==> src/rtl/motor_pwm_sched.sv <==
// motor_pwm_sched: per-axis PWM generator with periodic back-EMF measure window and ADC handshake
module motor_pwm_sched #(
  parameter int PWIDTH = 16,
  parameter int AWIDTH = 10
) (
  input  logic              Clk,
  input  logic              ResetN,
  input  logic [2:0]        Addr,
  input  logic [15:0]       DataWr,
  output logic [15:0]       DataRd,
  input  logic              En,
  input  logic              Rd,
  input  logic              Wr,
  output logic              PwmOut,
  output logic [1:0]        PwmCont,
  output logic              Active,
  output logic              AdcReq,
  input  logic              AdcAck,
  input  logic [AWIDTH-1:0] AdcData,
  output logic              IntStatus,
  input  logic              IntReset
);
  localparam logic [1:0] IDLE = 2'd0, DRIVE = 2'd1, SETTLE = 2'd2, SAMPLE = 2'd3;
  logic [1:0] state, stateNx, modeSh;
  logic [PWIDTH-1:0] period, duty, periodSh, dutySh, cnt, periodNx, dutyNx;
  logic [2:0] ctrl, ctrlNx;
  logic [15:0] measCfg;
  logic [7:0] periodCnt, settleCnt, pcInc;
  logic [AWIDTH-1:0] sample;
  logic wrEn, wrap, measDue, take, loadSh, pwmOut, intStatus;
  assign wrEn = En && Wr;
  assign periodNx = (wrEn && Addr == 3'd0) ? PWIDTH'(DataWr) : period;
  assign dutyNx = (wrEn && Addr == 3'd1) ? PWIDTH'(DataWr) : duty;
  assign ctrlNx = (wrEn && Addr == 3'd2) ? DataWr[2:0] : ctrl;
  assign wrap = cnt >= periodSh;
  assign pcInc = periodCnt + 8'd1;
  assign measDue = wrap && measCfg[7:0] != 8'd0 && pcInc >= measCfg[7:0];
  // Settle lasts max(settle,1) cycles: the counter is checked before it would hit 0.
  assign stateNx = !ctrlNx[2] ? IDLE :
                   state == IDLE   ? DRIVE :
                   state == DRIVE  ? (measDue ? SETTLE : DRIVE) :
                   state == SETTLE ? (settleCnt <= 8'd1 ? SAMPLE : SETTLE) :
                   (AdcAck ? DRIVE : SAMPLE);
  assign take = state == SAMPLE && stateNx == DRIVE;
  assign loadSh = state == IDLE || (state == DRIVE && wrap);
  always_ff @(posedge Clk or negedge ResetN) begin
    if (!ResetN) begin
      state <= IDLE;
      period <= '0;
      duty <= '0;
      ctrl <= '0;
      measCfg <= '0;
      periodSh <= '0;
      dutySh <= '0;
      modeSh <= '0;
      cnt <= '0;
      periodCnt <= '0;
      settleCnt <= '0;
      pwmOut <= 1'b0;
      sample <= '0;
      intStatus <= 1'b0;
    end else begin
      state <= stateNx;
      period <= periodNx;
      duty <= dutyNx;
      ctrl <= ctrlNx;
      if (wrEn && Addr == 3'd3) measCfg <= DataWr;
      if (loadSh) begin
        periodSh <= periodNx;
        dutySh <= dutyNx;
        modeSh <= ctrlNx[1:0];
      end
      cnt <= (state == DRIVE && stateNx == DRIVE && !wrap) ? cnt + 1'b1 : '0;
      periodCnt <= (state != DRIVE || measDue) ? 8'd0 : wrap ? pcInc : periodCnt;
      settleCnt <= state == SETTLE ? settleCnt - 8'd1 : measCfg[15:8];
      pwmOut <= state == DRIVE && stateNx == DRIVE && cnt < dutySh;
      if (take) sample <= AdcData;
      intStatus <= take || (intStatus && !IntReset);
    end
  end
  assign PwmOut = pwmOut;
  assign PwmCont = state == IDLE ? 2'b00 : modeSh;
  assign Active = !state[1];
  assign AdcReq = state == SAMPLE;
  assign IntStatus = intStatus;
  assign DataRd = !(En && Rd) ? 16'd0 :
                  Addr == 3'd0 ? 16'(period) :
                  Addr == 3'd1 ? 16'(duty) :
                  Addr == 3'd2 ? {13'd0, ctrl} :
                  Addr == 3'd3 ? measCfg :
                  Addr == 3'd4 ? 16'(sample) :
                  Addr == 3'd5 ? {14'd0, state[1], intStatus} : 16'd0;
endmodule
==> config.mk <==
export PLATFORM = sky130hd
export DESIGN_NAME = motor_pwm_sched
export DESIGN_NICKNAME = d
export VERILOG_FILES = /design/src/rtl/motor_pwm_sched.sv
export SDC_FILE = /design/constraint.sdc
export NUM_CORES = 1
export LEC_CHECK = 0
export ABC_CLOCK_PERIOD_IN_PS = 3400
export BUFFER_PORTS_ARGS = -buffer_cell sky130_fd_sc_hd__buf_2
export CAP_MARGIN = 10
export CORE_UTILIZATION = 50
export CTS_CLUSTER_DIAMETER = 80
export DETAILED_ROUTE_END_ITERATION = 16
export PLACE_DENSITY = 0.69
export SYNTH_ARGS = -nofsm -noshare
export SYNTH_HDL_FRONTEND = slang
export SYNTH_SLANG_ARGS = --single-unit
==> constraint.sdc <==
create_clock -name Clk -period 3.4 [get_ports Clk]
set_input_delay 0.51 -clock Clk [delete_from_list [all_inputs] [get_ports Clk]]
set_output_delay 0.51 -clock Clk [all_outputs]
set_load 0.03 [all_outputs]
==> flow_metrics.env <==
export IMPL_status="complete, no violations"
export IMPL_vias_per_cell=5.625
export IMPL_die_area_mm2=0.01436
export IMPL_antenna_found_initial=0
export IMPL_slew_headroom_pct=43.08
export IMPL_dieWidth_um=119.8
export IMPL_worst_pin_slew_ns=0.8500
export IMPL_synth_distinct_cells=49
export IMPL_seq_area_mm2=0.003278
export IMPL_setup_tns_ns=0
export IMPL_yosys_top_cells_count="dfrtp_1 (131), mux2_2 (88), nor2_1 (62)"
export IMPL_multi_input_area_mm2=0.003323
export IMPL_grt_pass1_wl_mm=26.83
export IMPL_hp_class="primary input to async pin"
export IMPL_grt_max_degree=64
export IMPL_rsz0062_at_grt="false"
export IMPL_tritoncts="yes"
export IMPL_crit_path_end_kind="flop"
export IMPL_p_leak_nw=3.767
export IMPL_yosysTopAreaCell="dfrtp_1"
export IMPL_skew_ns=0.01035
export IMPL_avgSynthCellArea_um2=10.47
export IMPL_ys_ff_latch=131
export IMPL_required_ns=3.67
export IMPL_worstPathMaxFanout=5
export IMPL_synth_seq_area_share_pct=47.23
export IMPL_power_density_mw_per_mm2=616.7
export IMPL_fillers=1120
export IMPL_hold_worst_slack_ns=0.002362
export IMPL_setup_viol=0
export IMPL_syn_nets=742
export IMPL_routed_wl_mm=16.16
export IMPL_hold_buffers=0
export IMPL_timing_fmax_mhz=334.6
export IMPL_track_usage_pct=24.48
export IMPL_grt_pass1_vias=5227
export IMPL_min_period_over_period_pct=87.90
export IMPL_syn_to_final_growth_pct=14.85
export IMPL_slew_viol_final=0
export IMPL_synth_edff_count=0
export IMPL_ios=58
export IMPL_critPathKind="flop to flop"
export IMPL_drc=0
export IMPL_vdd_drop_max_v=0.0003731
export IMPL_clk_pin_slew_ns=0.06
export IMPL_cts_sinks=131
export IMPL_htree_levels=4
export IMPL_crit_chain="ha_1 -> nand3_1 -> inv_1 -> nand3_1 -> or2_2 -> nand2_1 -> ha_1 -> a21o_1 -> a211oi_1 -> o21ai_0 -> nand2_1 -> nor2_1 -> nor4_1"
export IMPL_ant_nets=0
export IMPL_async_flop_share_pct=100.0
export IMPL_synth_top_area_share_pct=47.23
export IMPL_dp_hpwl_mm=12.15
export IMPL_io_buffers=57
export IMPL_clkLatencyLatePin_ns=0.42
export IMPL_fin_util_pct=59.49
export IMPL_cp_arrival_ns=3.26
export IMPL_fin_crit_ns=2.989
export IMPL_synth_top_flop_cell="dfrtp_1"
export IMPL_gr_total_overflow=0
export IMPL_diodes=0
export IMPL_die_h_um=119.8
export IMPL_postCtsSetupRepairBufs=0
export IMPL_drive_gt1_share_pct=25.82
export IMPL_first_pass_iters=5
export IMPL_cts_buffers=17
export IMPL_yosysMostFrequentCell="dfrtp_1"
export IMPL_wl_per_cell_um=17.71
export IMPL_drtIter0Drc=412
export IMPL_synth_area_leaders="dfrtp_1 (47%), mux2_2 (14%), ha_1 (7.8%)"
export IMPL_core_mm2=0.01340
export IMPL_ys_warn_count=0
export IMPL_clock_path_buffers=2
export IMPL_hold_violations=0
export IMPL_cts_root_buf="clkbuf_16"
export IMPL_ctsResizeCount=0
export IMPL_start_kind="flop"
export IMPL_gp_congestion=0.9443
export IMPL_initial_core_util_pct=51.79
export IMPL_fin_nets=805
export IMPL_syn_area_mm2=0.006940
export IMPL_synthCells=663
export IMPL_rows=42
export IMPL_cpPeakStageDelay_ns=0.44
export IMPL_cap_violations=0
export IMPL_vias=5130
export IMPL_slowest_stage="nor4_1"
==> cells by family (layout without fill, tap and decap cells) <==
family	Yosys count	count (layout)	synth area share, %
simple gates	187	187	12.73
flops	131	131	47.23
compound gates	109	109	10.29
mux	88	88	14.28
buf+inv	83	156	4.940
fa+ha+maj	43	43	7.752
xor+xnor	22	22	2.776
==> report_power, final <==
group          switching [mW]  internal, mW
sequential              0.232          1.90
clock                   0.627          1.08
combinational           0.577         0.497
==> layout by cell type (no fill, tap or decap), types with 9 or more instances in the layout <==
cell / n
a21oi_1: 35
nand2b_1: 9
xnor2_1: 13
buf_4: 12
ha_1: 43
xor2_1: 9
nor3_1: 11
nor2_1: 62
dfrtp_1: 131
o21ai_0: 27
buf_2: 56
inv_1: 58
clkbuf_16: 17
mux2_2: 88
nand2_1: 47
nand3_1: 21
==> area by class of cell <==
class | instances | share of cell area, %
flip-flops and latches | 131 | 41.12
inverters | 58 | 2.731
repair buffers | 69 | 4.897
clock buffers | 24 | 5.792
clock inverters | 5 | 1.005
well taps | 176 | 2.763
multi-input cells | 449 | 41.69
==> registers in the layout, summed over array words and instances (netlist names) <==
register and count:
periodSh 16, state 2, settleCnt 8, period 16, IntStatus 1, measCfg 16
duty 16, dutySh 16, cnt 16, modeSh 2, sample 10, ctrl 3
PwmOut 1, periodCnt 8
==> path summary, 6_finish.rpt <==
| kind | slack, ns | to | cells after the start | start |
|---|---|---|---|---|
| worst min register to register | 0.51 | sample[7]$_DFFE_PN0P_ | 1 | sample[7]$_DFFE_PN0P_ |
| worst max-delay path | 0.41 | PwmOut$_DFF_PN0_ | 13 | periodCnt[0]$_DFFE_PN0P_ |
| worst max register to register | 0.41 | PwmOut$_DFF_PN0_ | 13 | periodCnt[0]$_DFFE_PN0P_ |
| min in group Clk | 0.33 | sample[3]$_DFFE_PN0P_ | 2 | AdcData[3] |
| worst min-delay path | 0.002 | sample[0]$_DFFE_PN0P_ | 1 | ResetN |
| max in group asynchronous | 2.51 | cnt[0]$_DFF_PN0_ | 2 | ResetN |
==> stage by stage <==
stage          std cells  cell area (um2)  setup WS [ns]  total power [mW]
2_1_floorplan        663             6944        0.06064             2.870
3_3_place_gp         883             7430         0.5005             3.163
3_5_place_dp         883             7430         0.4768             3.224
4_1_cts              912             7971         0.4464             4.944
5_1_grt              912             7971         0.1527             5.182
6_report             912             7971         0.4112             4.916
==> routing by layer <==
layer	global-route usage (%)	vias up	share of wire, %
met5	0	-	0
met4	7.891	0	1.9
met3	5.751	21	5.1
met2	39.09	122	47
met1	32.89	2545	46
li1	-	2442	-
==> critical path, delay by kind of cell (launching register included) <==
family                     cells  cell delay [ns]
DFF                            1             0.41
adders and majority gates      2             0.45
and+or+nand+nor                7             1.31
buffers and inverters          1             0.11
AOI/OAI and AO/OA              3             0.57
(Power assumes the default switching activity.)
